**src/rtl/match_run_sched_if.sv**
```systemverilog
// Bundles the request/data, grant and result-handshake signals of match_run_sched.
// The master side (testbench or upstream logic) drives requests and accepts results.
interface match_run_sched_if #(
  parameter int THR_W = 4,
  parameter int TMO_W = 8
);
  logic [3:0]       req;
  logic [3:0]       a_in;
  logic [3:0]       b_in;
  logic [THR_W-1:0] thresh;
  logic [TMO_W-1:0] max_cycles;
  logic [3:0]       gnt;
  logic             busy;
  logic             res_valid;
  logic [1:0]       res_ch;
  logic             res_match;
  logic             res_ready;

  modport master (
    output req, a_in, b_in, thresh, max_cycles, res_ready,
    input  gnt, busy, res_valid, res_ch, res_match
  );

  modport slave (
    input  req, a_in, b_in, thresh, max_cycles, res_ready,
    output gnt, busy, res_valid, res_ch, res_match
  );
endinterface

```
**src/rtl/match_run_sched.sv**
```systemverilog
// Round-robin scheduler that grants one of four channels and checks for a run of
// consecutive A==B matches within a timeout window, reporting through a valid/ready handshake.
module match_run_sched #(
  parameter int THR_W = 4,
  parameter int TMO_W = 8
) (
  input  logic             clk,
  input  logic             reset,
  match_run_sched_if.slave bus
);

  typedef enum logic [2:0] {
    IDLE   = 3'b001,
    RUN    = 3'b010,
    REPORT = 3'b100
  } state_t;

  state_t           state;
  logic [1:0]       last;
  logic [1:0]       ch;
  logic [1:0]       pick;
  logic [3:0]       gnt;
  logic             res_valid;
  logic             res_match;
  logic [THR_W-1:0] thr_lat;
  logic [THR_W-1:0] run_cnt;
  logic [THR_W:0]   run_nxt;
  logic [TMO_W:0]   win_lat;
  logic [TMO_W:0]   timer;
  logic [TMO_W:0]   timer_nxt;
  logic             match_bit;
  logic             hit;

  // Nearest requester after the last served channel wins; scan from far to near.
  function automatic logic [1:0] rr_pick(input logic [3:0] r, input logic [1:0] l);
    logic [1:0] idx;
    rr_pick = l + 2'd1;
    for (int i = 4; i >= 1; i--) begin
      idx = l + 2'(i);
      if (r[idx]) rr_pick = idx;
    end
  endfunction

  function automatic logic [THR_W-1:0] eff_thr(input logic [THR_W-1:0] t);
    return (t == '0) ? THR_W'(1) : t;
  endfunction

  // A zero window means the full 2^TMO_W cycles, hence the extra timer bit.
  function automatic logic [TMO_W:0] eff_win(input logic [TMO_W-1:0] m);
    return (m == '0) ? {1'b1, {TMO_W{1'b0}}} : {1'b0, m};
  endfunction

  always_comb begin
    pick      = rr_pick(bus.req, last);
    match_bit = (bus.a_in[ch] == bus.b_in[ch]);
    run_nxt   = {1'b0, run_cnt} + (THR_W+1)'(1);
    hit       = match_bit && (run_nxt == {1'b0, thr_lat});
    timer_nxt = timer + (TMO_W+1)'(1);
  end

  always_ff @(posedge clk or posedge reset) begin
    if (reset) begin
      state     <= IDLE;
      last      <= 2'd3;
      ch        <= '0;
      gnt       <= '0;
      res_valid <= 1'b0;
      res_match <= 1'b0;
      thr_lat   <= '0;
      win_lat   <= '0;
      run_cnt   <= '0;
      timer     <= '0;
    end else begin
      case (state)
        IDLE: begin
          if (bus.req != 4'b0000) begin
            ch      <= pick;
            gnt     <= 4'b0001 << pick;
            thr_lat <= eff_thr(bus.thresh);
            win_lat <= eff_win(bus.max_cycles);
            run_cnt <= '0;
            timer   <= '0;
            state   <= RUN;
          end
        end
        RUN: begin
          if (!bus.req[ch]) begin
            gnt   <= '0;
            state <= IDLE;
          end else begin
            timer   <= timer_nxt;
            run_cnt <= match_bit ? run_nxt[THR_W-1:0] : '0;
            // Success is checked first so it wins a tie with the timeout.
            if (hit) begin
              res_valid <= 1'b1;
              res_match <= 1'b1;
              state     <= REPORT;
            end else if (timer_nxt == win_lat) begin
              res_valid <= 1'b1;
              res_match <= 1'b0;
              state     <= REPORT;
            end
          end
        end
        REPORT: begin
          if (bus.res_ready) begin
            res_valid <= 1'b0;
            gnt       <= '0;
            last      <= ch;
            state     <= IDLE;
          end
        end
        default: begin
          gnt       <= '0;
          res_valid <= 1'b0;
          state     <= IDLE;
        end
      endcase
    end
  end

  assign bus.gnt       = gnt;
  assign bus.busy      = (state != IDLE);
  assign bus.res_valid = res_valid;
  assign bus.res_ch    = ch;
  assign bus.res_match = res_match;

endmodule

```
**src/flat_wrapper.sv**
```systemverilog
// flat-port wrapper written by rule: the top's interface ports become plain ports
module match_run_sched_flat 
#(
  parameter int THR_W = 4,
  parameter int TMO_W = 8
)
  (clk, reset, bus_req, bus_a_in, bus_b_in, bus_thresh, bus_max_cycles, bus_res_ready, bus_gnt, bus_busy, bus_res_valid, bus_res_ch, bus_res_match);
  match_run_sched_if #(.THR_W(THR_W), .TMO_W(TMO_W)) bus_i ();
  input  logic clk;
  input  logic reset;
  input wire logic [$bits(bus_i.req)-1:0] bus_req;
  input wire logic [$bits(bus_i.a_in)-1:0] bus_a_in;
  input wire logic [$bits(bus_i.b_in)-1:0] bus_b_in;
  input wire logic [$bits(bus_i.thresh)-1:0] bus_thresh;
  input wire logic [$bits(bus_i.max_cycles)-1:0] bus_max_cycles;
  input wire logic [$bits(bus_i.res_ready)-1:0] bus_res_ready;
  output wire logic [$bits(bus_i.gnt)-1:0] bus_gnt;
  output wire logic [$bits(bus_i.busy)-1:0] bus_busy;
  output wire logic [$bits(bus_i.res_valid)-1:0] bus_res_valid;
  output wire logic [$bits(bus_i.res_ch)-1:0] bus_res_ch;
  output wire logic [$bits(bus_i.res_match)-1:0] bus_res_match;
  assign bus_i.req = bus_req;
  assign bus_i.a_in = bus_a_in;
  assign bus_i.b_in = bus_b_in;
  assign bus_i.thresh = bus_thresh;
  assign bus_i.max_cycles = bus_max_cycles;
  assign bus_i.res_ready = bus_res_ready;
  assign bus_gnt = bus_i.gnt;
  assign bus_busy = bus_i.busy;
  assign bus_res_valid = bus_i.res_valid;
  assign bus_res_ch = bus_i.res_ch;
  assign bus_res_match = bus_i.res_match;
  match_run_sched #(.THR_W(THR_W), .TMO_W(TMO_W)) u_core (.clk(clk), .reset(reset), .bus(bus_i));
endmodule
```
**config.mk**
```make
export PLATFORM = sky130hd
export DESIGN_NAME = match_run_sched_flat
export DESIGN_NICKNAME = d
export VERILOG_FILES = /design/src/rtl/match_run_sched_if.sv /design/src/rtl/match_run_sched.sv /design/src/flat_wrapper.sv
export SDC_FILE = /design/constraint.sdc
export NUM_CORES = 1
export LEC_CHECK = 0
export CAP_MARGIN = 20
export CORE_ASPECT_RATIO = 1.75
export CORE_UTILIZATION = 55
export CTS_BUF_LIST = sky130_fd_sc_hd__clkbuf_2
export CTS_CLUSTER_SIZE = 25
export DETAILED_ROUTE_END_ITERATION = 10
export PLACE_DENSITY = 0.81
export SLEW_MARGIN = 20
export SYNTH_ARGS = -nofsm -noshare
export SYNTH_HDL_FRONTEND = slang
export SYNTH_SLANG_ARGS = --single-unit
```
**constraint.sdc**
```tcl
create_clock -name clk -period 2.4 [get_ports clk]
set_clock_uncertainty 0.2 [all_clocks]
set_input_delay 0.24 -clock clk [delete_from_list [all_inputs] [get_ports clk]]
set_output_delay 0.24 -clock clk [all_outputs]
set_load 0.01 [all_outputs]
```
---- Yosys cells after proc, flatten, opt, wreduce, memory -nomap -nowiden ----
Cells that the tools add are included.
storage, ports and cells
  bits in registers ....................... 39
  output and inout bits ................... 9
  bits of input ports ..................... 27
  word-level logic and storage cells ...... 92
operators by class
  order comparisons ....................... 5
  muxes and demuxes ....................... 44
  reductions and logical operators ........ 13
  bitwise operators ....................... 1
  shift-type cells ........................ 1
  $add $sub $neg .......................... 5
  eq/ne operators ......................... 13
operator list
  cell                                                                          count
  4-bit 2-to-1 mux                                                              7
  9-bit 2-to-1 mux                                                              3
  9-bit case mux with 2 select lines                                            1
  2-bit by 3-bit less-than comparator with 1-bit output, second input constant  5
  3-bit 2-to-1 mux                                                              5
  1-bit binary-select mux with 2-bit select                                     7
  1-bit 2-to-1 mux                                                              13
  4-bit case mux with 3 select lines                                            1
  3-bit AND reduction                                                           4
  9-bit by 1-bit adder with 9-bit output, second input constant                 1
  9-bit == test                                                                 1
  3-bit case mux with 3 select lines                                            1
  8-bit logical NOT                                                             1
  2-bit 2-to-1 mux                                                              4
  4-bit case mux with 2 select lines                                            1
  3-bit by 1-bit inequality test with 1-bit output, second input constant       2
  4-bit by 1-bit adder with 5-bit output, second input constant                 1
  5-bit by 4-bit == test with 1-bit output                                      1
  2-bit adder, second input constant                                            2
  4-bit logical NOT                                                             1
  2-bit by 1-bit inequality test with 1-bit output, second input constant       2
  2-bit inequality test, second input constant                                  2
  4-bit by 3-bit inequality test with 1-bit output, second input constant       1
  2-bit AND reduction                                                           2
  12 further kinds                                                              13

---- Depth between registers and ports, before layout ----
Gate-level depths: netlist (run 1).
  depth after elaboration ................. 9
  gate-level depth with buffers ........... 7
  depth with buffers taken out ............ 6

---- Worst setup path after synthesis (run 1) ----
Ideal clock, no wire load.
  path kind ............................... register to register
  start ................................... reg u_core.timer[1]
  end ..................................... reg u_core.state[2]
  required time ........................... 2.067 ns
  slack ................................... 0.193 ns
  data arrival time ....................... 1.874 ns
  cell stages (with the launch flop) ...... 8
  path buffers ............................ 1
  library setup time ...................... 0.133 ns
  clock period less this slack ............ 2.207 ns
  path through ............................ dfrtp_1 ha_1 clkbuf_1 xnor3_1 and4_1 a311oi_1 a2111o_1 o211ai_2
on the way
  longest elaborated chain between the ends .. 4
ends and longest elaborated chain
  what                                                        RTL line                text
  start: declaration                                          match_run_sched.sv:29   logic [TMO_W:0] timer;
  start signal: assignment                                    match_run_sched.sv:91   timer <= timer_nxt;
  9-bit by 1-bit adder with 9-bit output                      match_run_sched.sv:58   timer_nxt = timer + (TMO_W+1)'(1);
  9-bit == test                                               match_run_sched.sv:98   end else if (timer_nxt == win_lat) begin
  4-bit by 3-bit inequality test with 1-bit output (no line)  n/a
  3-bit AND reduction (no line)                               n/a
  end signal: assignment                                      match_run_sched.sv:63   state <= IDLE;
  end signal: assignment                                      match_run_sched.sv:97   state <= REPORT;
  end signal: assignment                                      match_run_sched.sv:101  state <= REPORT;
  end: declaration                                            match_run_sched.sv:18   state_t state;
No other way between the ends.
A chain may end at the register's enable or synchronous reset.

---- Final worst setup path (run 1) ----
  start ................................... reg u_core.timer[0]
  end ..................................... reg u_core.state[1]
The elaborated chain is that of the path after synthesis.

==> results of run 1 <==
[through the flow]
| step | instance area, µm² | total power, mW | worst slack, ns | hold slack (ns) |
|---|---|---|---|---|
| 2_1_floorplan | 2352 | 1.797 | 0.1931 | 0.1454 |
| 3_3_place_gp | 2825 | 2.180 | 0.1208 | 0.2647 |
| 3_5_place_dp | 2825 | 2.217 | 0.06292 | 0.2696 |
| 4_1_cts | 2894 | 2.610 | 0.04290 | 0.05575 |
| 5_1_grt | 2900 | 2.797 | 0.002974 | 0.08614 |
| 6_report | 2900 | 2.600 | 0.1201 | 0.05535 |
[power by group]
group / internal, mW / switching [mW] / total (mW) / leakage [nW]
registers: 0.860 / 0.194 / 1.05 / 0.493
clock network: 0.172 / 0.211 / 0.383 / 0.0404
logic: 0.552 / 0.612 / 1.16 / 0.728
[layout make-up]
class | instances | area (µm²) | share of cell area, %
clock buffer | 5 | 25.02 | 0.8628
clock inverter | 3 | 38.79 | 1.337
inverter | 7 | 26.28 | 0.9060
multi-input combinational | 197 | 1272 | 43.87
sequential | 39 | 983.4 | 33.91
tap | 49 | 61.31 | 2.114
timing repair buffer | 54 | 493.0 | 17.00
[worst min path at each step]
| stage | cells past startpoint | slack, ns | to | from |
|---|---|---|---|---|
| after global routing | 3 | 0.09 | u_core.run_cnt[2] | reset |
| final | 3 | 0.06 | u_core.timer[0] | reset |
| after detailed placement | 2 | 0.27 | u_core.bus.gnt[3] | u_core.bus.gnt[3] |
| after CTS | 3 | 0.06 | u_core.run_cnt[2] | reset |
| after floorplan | 2 | 0.15 | u_core.thr_lat[1] | bus_thresh[1] |
| after global placement | 2 | 0.26 | u_core.bus.gnt[3] | u_core.bus.gnt[3] |
[registers in the layout, summed over array words and instances, names as in the netlist]
signal,count
u_core.win_lat,9
u_core.thr_lat,4
u_core.last,2
u_core.run_cnt,4
u_core.bus.res_valid,1
u_core.bus.res_match,1
u_core.state,3
u_core.timer,9
u_core.bus.res_ch,2
u_core.bus.gnt,4
[routing by layer]
| metal | up-vias | track usage [%] | routed length, µm |
|---|---|---|---|
| met3 | 21 | 3.780 | 133 |
| met4 | 0 | 16.95 | 237 |
| met5 | - | 0 | 0 |
| met2 | 55 | 51.71 | 3129 |
| li1 | 1014 | - | - |
| met1 | 996 | 28.24 | 2094 |
[critical path, stage by stage, from the launching register on]
cell	delay, ns
dfrtp_2	0.46
nand3_2	0.13
o31a_1	0.30
or4_4	0.50
a2111oi_2	0.43
o21ai_0	0.15
[cell families after synthesis]
logic type / after synthesis / synth area share (%)
mux: 4 / 2.819
fa+ha+maj: 2 / 1.064
xor+xnor: 22 / 8.777
compound gates: 62 / 18.19
simple gates: 107 / 22.93
flops: 39 / 41.65
buf+inv: 20 / 4.575
[cell usage after synthesis, types with 2 or more instances]
cell,n
a31oi_1,2
clkbuf_1,8
mux4_2,2
a311oi_1,2
xor2_1,6
xnor2_1,15
nand2_1,49
a22o_1,4
o2bb2ai_1,2
nor4_1,4
ha_1,2
nor3b_1,3
nand4_1,3
o21ai_0,24
nor2_1,14
and4_1,3
o31ai_1,4
a21oi_1,5
nor3_1,2
dfrtp_1,36
nand2b_1,5
nor2b_1,6
dfstp_2,3
nand3_1,6
inv_1,7
clkbuf_8,2
[what timing repair did]
item,CTS,global route
buffers inserted,0,0
pin swaps,0,1
endpoints found under the setup margin,1,4
cloned,0,0
hold buffers,0,0
gates resized for setup,1,4
==> impl_metrics.tcl, run 1 <==
set metrics [dict create \
    synth-main-ff-cell "dfrtp_1" \
    p_per_area_mw_per_mm2 896.5 \
    synth_top_area_cell "dfrtp_1" \
    worstSetupEndpointType "register" \
    fin_crit_ns 2.280 \
    power.leakage_nw 1.262 \
    ir_drop_uv 702.2 \
    numCtsBuffers 5 \
    cp-endpoint "u_core.state[1]" \
    die_w_um 51.44 \
    yosysTopAreaCellShare_pct 38.30 \
    path_clk_slew_ns 0.20 \
    ff2ff_path_depth 5 \
    hold_class "input port to async pin" \
    grt_pass1_wl_um 9321 \
    r2r_slack_ns 0.12 \
    drv_cap 0 \
    crit_fanout 5 \
    die_area_mm2 0.004553 \
    htreeDepth 2 \
    dieHeight_um 88.51 \
    synth_area_mm2 0.002352 \
    postRouteWirelength_um 5593 \
    grt-ovfl-total 0 \
    r2r_end "u_core.state[1]" \
    fmax_mhz 438.6 \
    seq_area_frac_synth_pct 41.65 \
    place_congestion 0.8898 \
    setup_tns_ns 0 \
    relSlewSlack_pct 62.04 \
    initial_utilization_pct 57.21 \
    drt_iter0_drc 73 \
    status "finished clean" \
    numPlacedInstances 346 \
    yosysWarningCount 0 \
    finish.utilization_pct 70.54 \
    ys_seq_elements 39 \
    syn_area_per_cell_um2 9.189 \
    synth_area_leaders "dfrtp_1, nand2_1, xnor2_1" \
    cp_data_arrival_time_ns 2.35 \
    drive_above_1_share_pct 15.08 \
    viasPerCell 5.893 \
    cts_tree "done" \
    synthesis.nets 285 \
    finalSetupViolations 0 \
    r2r_start "u_core.timer[0]" \
    port_buffers 35 \
    numClockSinks 39 \
    finalHoldViolations 0 \
    worst_pin_slew_ns 0.5617 \
    num-fill-cells 322 \
    vias 2086 \
    hpwlAfterDp_um 4360 \
    synthCells 256 \
    startpoint_type "register" \
    antenna_cells 0 \
    clockBufferDepth 2 \
    first_pass_iters 5 \
    drc 0 \
    core-area_mm2 0.004111 \
    ys_types 63 \
    async_reset_ff_share_pct 100.0 \
    areaGrowthSynthToFinish_pct 23.30 \
    grtUsageTotal_pct 27.77 \
    clock_latency_ns 0.38 \
    fin_cells 354 \
    min_period_over_period_pct 95.00 \
    rows 31 \
    required_ns 2.47 \
    grt_max_degree 40 \
    first_global_vias 2067 \
    num_io_pins 36 \
    final_common_cell "nand2_1" \
    final_nets 333 \
    final_cell_mix "nand2_1, clkdlybuf4s50_1, dfrtp_1" \
    antenna_left 0 \
    drv_slew 0 \
    avgRoutedWirePerCell_um 15.80 \
    antenna_found_initial 0 \
    rsz0062_at_grt "false" \
    path_class "register to register" \
    synth_edf_count 0 \
    crit_start "u_core.timer[0]" \
    ctsRootBufferMaster "clkbuf_2" \
]
No activity file was read; power rests on OpenSTA's default activity.
==> run 2: changes to the inputs <==
--- a/config.mk
+++ b/config.mk
@@ -7,11 +7,11 @@
 export LEC_CHECK = 0
 export CAP_MARGIN = 20
 export CORE_ASPECT_RATIO = 1.75
-export CORE_UTILIZATION = 55
+export CORE_UTILIZATION = 50
 export CTS_BUF_LIST = sky130_fd_sc_hd__clkbuf_2
 export CTS_CLUSTER_SIZE = 25
 export DETAILED_ROUTE_END_ITERATION = 10
-export PLACE_DENSITY = 0.81
+export DONT_BUFFER_PORTS = 1
 export SLEW_MARGIN = 20
 export SYNTH_ARGS = -nofsm -noshare
 export SYNTH_HDL_FRONTEND = slang
==> impl_metrics.tcl, run 2 (synthesized netlist as in run 1, its figures left out) <==
set metrics [dict create \
    final_nets 310 \
    power.leakage_nw 1.174 \
    numCtsBuffers 5 \
    avgRoutedWirePerCell_um 16.09 \
    setup_tns_ns 0 \
    fmax_mhz 439.5 \
    drive_above_1_share_pct 13.83 \
    path_class "register to register" \
    die_area_mm2 0.004994 \
    grtUsageTotal_pct 25.07 \
    highest_layer "met4" \
    crit_fanout 8 \
    first_global_vias 2035 \
    port_buffers 0 \
    wl_met1_um 2088 \
    ctsRootBufferMaster "clkbuf_2" \
    num-fill-cells 401 \
    fin_cells 333 \
    slowest_stage "dfrtp_1" \
    drt_iter0_drc 32 \
    final_cell_mix "nand2_1, dfrtp_1, o21ai_0" \
    num_io_pins 36 \
    grt-ovfl-total 0 \
    r2r_end "u_core.state[1]" \
    rows 32 \
    numClockSinks 39 \
    final_common_cell "nand2_1" \
    startpoint_type "register" \
    postRouteWirelength_um 5358 \
    required_ns 2.48 \
    cpPeakStageDelay_ns 0.54 \
    cp_cell_sequence "nand2_1 -> o31a_1 -> or4_4 -> a2111oi_2 -> o21ai_0" \
    fin_crit_ns 2.276 \
    areaGrowthSynthToFinish_pct 14.04 \
    grt_pass1_wl_um 9052 \
    p_total_mw 2.510 \
    drc 0 \
    place_congestion 0.8220 \
    antenna_found_initial 0 \
    clock_latency_ns 0.39 \
    p_per_area_mw_per_mm2 935.7 \
    post_cts_buffers 0 \
    wl_met2_um 3048 \
    antenna_left 0 \
    status "finished clean" \
    ff2ff_path_depth 5 \
    cts_tree "done" \
    finish.utilization_pct 60.36 \
    worstSetupEndpointType "register" \
    initial_utilization_pct 52.93 \
    vias 1965 \
    hpwlAfterDp_um 3828 \
    drv_cap 0 \
    relSlewSlack_pct 66.66 \
    first_pass_iters 4 \
    crit_start "u_core.timer[5]" \
    hold_class "input port to register" \
    cp_data_arrival_time_ns 2.36 \
    htreeDepth 2 \
    grt_max_degree 40 \
    worst_pin_slew_ns 0.4934 \
    die_w_um 53.85 \
    top_regs "u_core.timer: 9 flops, u_core.win_lat: 9 flops" \
    cp-endpoint "u_core.state[1]" \
    r2r_start "u_core.timer[5]" \
    min_period_over_period_pct 94.81 \
    finalSetupViolations 0 \
    drv_slew 0 \
    numPlacedInstances 307 \
    r2r_slack_ns 0.12 \
    dr_wl_met3_um 140 \
    core-area_mm2 0.004444 \
    antenna_cells 0 \
    clockBufferDepth 2 \
    viasPerCell 5.901 \
    rsz0062_at_grt "false" \
    path_clk_slew_ns 0.20 \
    ir_drop_uv 700.5 \
    finalHoldViolations 0 \
    dieHeight_um 92.74 \
]
run 2: where the power goes:
part | switching, mW | internal [mW] | total, mW
registers | 0.209 | 0.860 | 1.07
clock network | 0.220 | 0.172 | 0.392
logic | 0.581 | 0.468 | 1.05
run 2: metal layers:
metal  global-route usage (%)  up-vias
met5                        0        -
met4                    9.211        0
met3                    4.598        6
met2                    46.71       31
met1                    25.74      959
li1                         -      969
run 2: stage by stage:
stage / setup WS [ns] / area [µm²] / hold slack, ns
final: 0.1244 / 2683 / 0.08086
after global routing: 0.004696 / 2683 / 0.09243
after CTS: 0.03839 / 2676 / 0.06189
after detailed placement: 0.06518 / 2432 / 0.08400
after global placement: 0.1432 / 2432 / 0.08548
after floorplan: 0.1931 / 2352 / 0.1454
run 2: worst min path at each step:
stage             startpoint                    to  slack, ns  cells past startpoint
6_report       bus_res_ready  u_core.bus.res_valid       0.08                      3
5_1_grt        bus_res_ready  u_core.bus.res_valid       0.09                      3
4_1_cts        bus_res_ready  u_core.bus.res_valid       0.06                      3
3_5_place_dp           reset     u_core.bus.gnt[3]       0.08                      2
3_3_place_gp           reset     u_core.bus.gnt[3]       0.09                      2
2_1_floorplan  bus_thresh[1]     u_core.thr_lat[1]       0.15                      2
run 2: timing repair:
action,4_1_cts,5_1_grt
hold buffers,18,0
resized for setup,0,5
hold endpoints to repair,60,0
setup endpoints to repair,0,8
run 2: worst max-delay path, delay by kind of cell (launching register included):
kind | cells | cell delay (ns)
DFF | 1 | 0.54
AOI/OAI and AO/OA | 3 | 0.79
and+or+nand+nor | 2 | 0.64
run 2: area by class of cell:
class | instances | area [µm²] | share of cell area (%)
clock buffers | 5 | 25.02 | 0.9328
repair buffers | 31 | 277.8 | 10.35
well taps | 51 | 63.81 | 2.379
clock inverters | 3 | 38.79 | 1.446
multi-input cells | 197 | 1269 | 47.29
flip-flops and latches | 39 | 982.2 | 36.61
inverters | 7 | 26.28 | 0.9795
==> run 3: changes to the inputs <==
--- a/config.mk
+++ b/config.mk
@@ -9,7 +9,6 @@
 export CORE_ASPECT_RATIO = 1.75
 export CORE_UTILIZATION = 50
 export CTS_BUF_LIST = sky130_fd_sc_hd__clkbuf_2
-export CTS_CLUSTER_SIZE = 25
 export DETAILED_ROUTE_END_ITERATION = 10
 export DONT_BUFFER_PORTS = 1
 export SLEW_MARGIN = 20
==> results of run 3 <==
No change in the layout: final DEF, timing and power equal those of run 2.
==> variant 1: new RTL, config.mk and constraints of run 2 <==
`THR_W` is set to 4 in 3 places; all go to 6.
--- a/src/rtl/match_run_sched_if.sv
+++ b/src/rtl/match_run_sched_if.sv
@@ -3,3 +3,3 @@
 interface match_run_sched_if #(
-  parameter int THR_W = 4,
+  parameter int THR_W = 6,
   parameter int TMO_W = 8
--- a/src/rtl/match_run_sched.sv
+++ b/src/rtl/match_run_sched.sv
@@ -3,3 +3,3 @@
 module match_run_sched #(
-  parameter int THR_W = 4,
+  parameter int THR_W = 6,
   parameter int TMO_W = 8
--- a/src/flat_wrapper.sv
+++ b/src/flat_wrapper.sv
@@ -3,3 +3,3 @@
 #(
-  parameter int THR_W = 4,
+  parameter int THR_W = 6,
   parameter int TMO_W = 8
Ports: changed (resized bus_thresh); port bits go from 36 to 38. The function was not compared with the original's and may differ.
==> variant 1 against run 2 <==
Power is 2.9% higher. Area after synthesis is 4.4% higher. Sequential cell count is 4 higher. Via count is 3.2% lower. Cell area is 3.0% higher. Die area is 4.2% higher. First-iteration DRC count is 38% higher. Maximum frequency is 4.7% higher. Combinational power hardly changed. Count of clock-buffer cells in the layout stayed put. Routed wire length is 5.3% lower. Worst setup slack better by 0.10 ns. Largest power group unchanged.
==> variant 1: results (changes against run 2) <==
route:
  dr.pass1.iters: 4  # unchanged
  drt_iter0_markers: 44  # +38%
  wl_met3_um: 233  # +66%
  wirelength_met1_mm: 1.99  # -4.7%
  vias: 1902  # -3.2%
  routed_wl_mm: 5.07  # -5.3%
  route.met2.wl_mm: 2.74  # -10%
  routedWlPerCell_um: 15.7  # -2.4%
critical_path:
  cp.arrival_ns: 2.28  # -0.08 ns
  crit_path_max_fanout: 7  # -1
yosys:
  netlist_top_cells_area: "dfrtp_1, mux2_2, xnor2_1"
  ys_seq_area_frac: 0.440  # +0.0234
  yosys_warnings: 0  # unchanged
  synthAdderAreaFrac: 0.0102  # -0.000445
  synthTopCellsByCount: "dfrtp_1, nand2_1, nor2_1"
  synth_xor_area_frac: 0.0999  # +0.0121
  ys_types: 51  # -19%
  synth_compound_area_frac: 0.156  # -0.0260
  postSynthNetCount: 279  # -2.1%
  syn_area_per_cell_um2: 9.90  # +7.7%
  synth.area.mux_share: 0.0826  # +0.0544
run_status:
  outcome: "completed"
layout:
  nets: 301  # -2.9%
  drive_above_1_share: 0.155  # +0.0167
  fill_cells: 410  # +2.2%
place:
  place_inst: 296  # -3.6%
  dp_hpwl_mm: 3.71  # -3.1%
  pre_cts_ws_ns: 0.182  # +0.117 ns
  globalplace.congestion: 0.859  # +4.5%
global_routing:
  use_met3: 0.0451  # -0.000888
  grt_pass1_vias: 1989  # -2.3%
  overflow: 0  # unchanged
  grt_util_met2: 0.417  # -0.0504
  grt_use_total: 0.227  # -0.0241
  grt_pass1_wl_mm: 8.47  # -6.4%
  grt_max_degree: 19  # -53%
  use_met1: 0.232  # -0.0253
floorplanning:
  core_area_mm2: 0.00471  # +5.9%
sta:
  slew_headroom: 0.589  # -0.0771
power_and_ir_drop:
  internal_power_w: 0.00162  # +8.3%
  switching_share: 0.371  # -0.0313
  ir_worst_vdd_mv: 0.652  # -7.0%
  p_leak_nw: 1.18  # +0.38%
hold_path:
  hp-class: "input port to async pin"
[variant 1: logic make-up after synthesis]
family	Yosys count
simple gates	78
compound gates	59
flops	43
xor+xnor	28
buf+inv	22
mux	16
fa+ha+maj	2
[variant 1: metrics by stage]
stage | instance area, µm² | util
after floorplan | 2450 | -
after global placement | 2500 | 0.532
after detailed placement | 2500 | 0.532
after CTS | 2760 | 0.586
after global routing | 2760 | 0.587
final | 2760 | 0.587
[variant 1: cell type report]
| type | instances | share of cell area |
|---|---|---|
| clock buffer | 5 | 0.00905 |
| clock inverter | 3 | 0.0140 |
| inverter | 11 | 0.0149 |
| multi-input combinational | 183 | 0.459 |
| sequential | 43 | 0.391 |
| tap | 52 | 0.0235 |
| timing repair buffer | 26 | 0.0878 |
[variant 1: timing repair]
item | in CTS | in global routing
resized for setup | 0 | 2
hold buffers | 19 | 0
hold endpoints to repair | 63 | 0
setup endpoints to repair | 0 | 1
[variant 1: critical path: stages, from the launching register on]
cell     delay (ns)
dfrtp_2        0.47
ha_1           0.26
nand3_1        0.18
nor2_1         0.23
xnor2_1        0.14
nor2_1         0.08
and3_4         0.19
o311a_1        0.32
[variant 1: final timing paths]
path                            slack, ns            start  cells after the start                end
worst max-delay path                 0.23  u_core.timer[0]                      7    u_core.state[2]
worst min-delay path                 0.03            reset                      2  u_core.win_lat[2]
worst max register to register       0.23  u_core.timer[0]                      7    u_core.state[2]
worst min register to register       0.33  u_core.timer[8]                      1    u_core.timer[8]
max in group asynchronous            1.36            reset                      3     u_core.last[0]
min in group clk                     0.03       bus_req[0]                      4  u_core.bus.gnt[2]
==> variant 2: new RTL, settings of run 2 <==
Without the edit above. Reset style: synchronous (`reset`), changed in one clocked block.
--- a/src/rtl/match_run_sched.sv
+++ b/src/rtl/match_run_sched.sv
@@ -60,3 +60,3 @@
 
-  always_ff @(posedge clk or posedge reset) begin
+  always_ff @(posedge clk) begin
     if (reset) begin
Formal check against the unedited RTL: differs if reset is asserted again (counterexample within 4 cycles, from zero or initial values and one cycle with reset high); with reset held inactive, the same outputs for 4 cycles.
==> variant 2 against run 2 <==
Area after synthesis decreased by 8.5%. Worst setup slack better by 0.088 ns. Routed wire length is 1.1% lower. Sequential cell count is the same. Non-clock buffer count down 5. Cell area is 9.3% lower. Critical endpoint is now u_core.state[2].
Power is not compared: it rests on default switching activity, and its combinational part moved more than twofold at a synthesized area within 25%.
==> variant 2: results (changes against run 2) <==
sta:
  finalMaxSlewViolations: 0  # unchanged
  worst_pin_slew_ns: 0.612  # +0.119 ns
  hold_slack_ns: 0.0320  # -0.0489 ns
  fmax_ghz: 0.457  # +4.0%
yosys:
  ys_types: 55  # -13%
  synth_xor_area_frac: 0.0814  # -0.00637
  postSynthNetCount: 288  # +1.1%
  synth.area.mux_share: 0.0227  # -0.00552
  synth-async-reset-ratio: 0  # -1.00
  netlist_top_cells_area: "dfxtp_1, a21oi_1, nand2_1"
  ys.flop_type: "dfxtp_1"
  synthAdderAreaFrac: 0.0116  # +0.000990
  synthTopCellsByCount: "dfxtp_1, nand2_1, a21oi_1"
  synth_compound_area_frac: 0.209  # +0.0268
  yosys_warnings: 0  # unchanged
  ys_seq_area_frac: 0.363  # -0.0537
place:
  globalplace.congestion: 0.778  # -5.4%
  dp_hpwl_mm: 3.87  # +0.98%
  numPortBuffers: 0  # unchanged
  pre_cts_ws_ns: 0.153  # +0.0876 ns
clocking:
  clockRootBuffer: "clkbuf_2"
  clk_pin_slew_worst_paths_ns: 0.20  # about the same
  ctsLongestPathBuffers: 2  # unchanged
  insertion_delay_ns: 0.39  # about the same
  cts_made_buffers: 5  # unchanged
  cts_setup_buffers: 0  # unchanged
  htreeDepth: 2  # unchanged
power_and_ir_drop:
  ir_worst_vdd_mv: 0.396
  p_leak_nw: 0.913
route:
  drt_iter0_markers: 29  # -9.4%
  routed_wl_mm: 5.30  # -1.1%
  dr.pass1.iters: 4  # unchanged
  viasPerCell: 5.97  # +1.2%
global_routing:
  overflow: 0  # unchanged
  grt_pass1_vias: 1896  # -6.8%
  grt_max_degree: 39  # -2.5%
  antenna_found_initial: 0  # unchanged
  grt_use_total: 0.248  # -0.00230
  grt_pass1_wl_mm: 8.35  # -7.8%
critical_path:
  r2r_slack_ns: 0.21  # +0.09 ns
  rr_worst_depth: 6  # +1
  crit_path_max_fanout: 7  # -1
hold_path:
  hp-class: "input port to flop"
  min_path_cells: 3  # unchanged
layout:
  top_regs: "u_core.timer: 9 flops, u_core.win_lat: 9 flops"
  drive_above_1_share: 0.101  # -0.0376
  nets: 306  # -1.3%
  diodes: 0  # unchanged
  fill_cells: 409  # +2.0%
run_status:
  outcome: "completed"
==> variant 2: changes by cell type in the layout (fill, tap and decap cells not counted), sizes merged, moves of 6 or more <==
cell	change
a21oi	+25
dfxtp	+39
dfrtp	-36
nor3	+6
xnor2	-8
o21ai	-13
xor2	+7
nor2	+7
nand2	-19
==> variant 2: critical path, stage by stage, from the launching register on <==
cell     delay (ns)
dfxtp_1        0.47
ha_1           0.30
nand3_1        0.21
or3_1          0.42
nand4_1        0.15
nor4_4         0.08
o311a_1        0.29
==> variant 2: power by group <==
group / total (W) / switching, W / internal [W]
clock network: 0.000293 / 0.000213 / 0.0000796
logic: 0.000343 / 0.000196 / 0.000148
registers: 0.000732 / 0.0000425 / 0.000690
total: 0.00137 / 0.000451 / 0.000917
==> variant 2: layout make-up <==
class | instances | area (µm²) | area share
timing repair buffer | 26 | 245 | 0.101
sequential | 39 | 781 | 0.321
tap | 49 | 61.3 | 0.0252
clock inverter | 1 | 5.00 | 0.00206
multi-input combinational | 201 | 1290 | 0.531
clock buffer | 7 | 35.0 | 0.0144
inverter | 4 | 15.0 | 0.00617
==> variant 2: stage by stage <==
stage / cells / cell area (µm²)
6_report: 327 / 2430
5_1_grt: 327 / 2430
4_1_cts: 327 / 2420
3_5_place_dp: 303 / 2210
3_3_place_gp: 303 / 2210
2_1_floorplan: 259 / 2150
==> variant 2: logic make-up (layout without fill, tap and decap cells) <==
logic type / after synthesis / after routing
compound gates: 71 / 71
xor+xnor: 20 / 20
fa+ha+maj: 2 / 2
buf+inv: 19 / 38
flops: 39 / 39
mux: 2 / 2
simple gates: 106 / 106
==> variant 2: final timing paths <==
kind,startpoint,end
worst max-delay path,u_core.timer[0],u_core.state[2]
worst min-delay path,bus_req[3],u_core.bus.gnt[1]
worst max register to register,u_core.timer[0],u_core.state[2]
worst min register to register,u_core.thr_lat[2],u_core.thr_lat[2]
==> variant 2: metal layers <==
| layer | up-vias | share of wire | wire [µm] | GRT usage |
|---|---|---|---|---|
| met5 | - | 0 | 0 | 0 |
| met4 | 0 | 0.042 | 220 | 0.167 |
| met3 | 15 | 0.027 | 144 | 0.0601 |
| met2 | 36 | 0.55 | 2900 | 0.455 |
| met1 | 926 | 0.38 | 2030 | 0.237 |
| li1 | 975 | - | - | - |
==> variant 2: what timing repair did <==
action	in CTS	in global routing
hold buffers	16	0
resized for setup	0	1
endpoints found under the hold margin	39	0
setup endpoints to repair	0	1
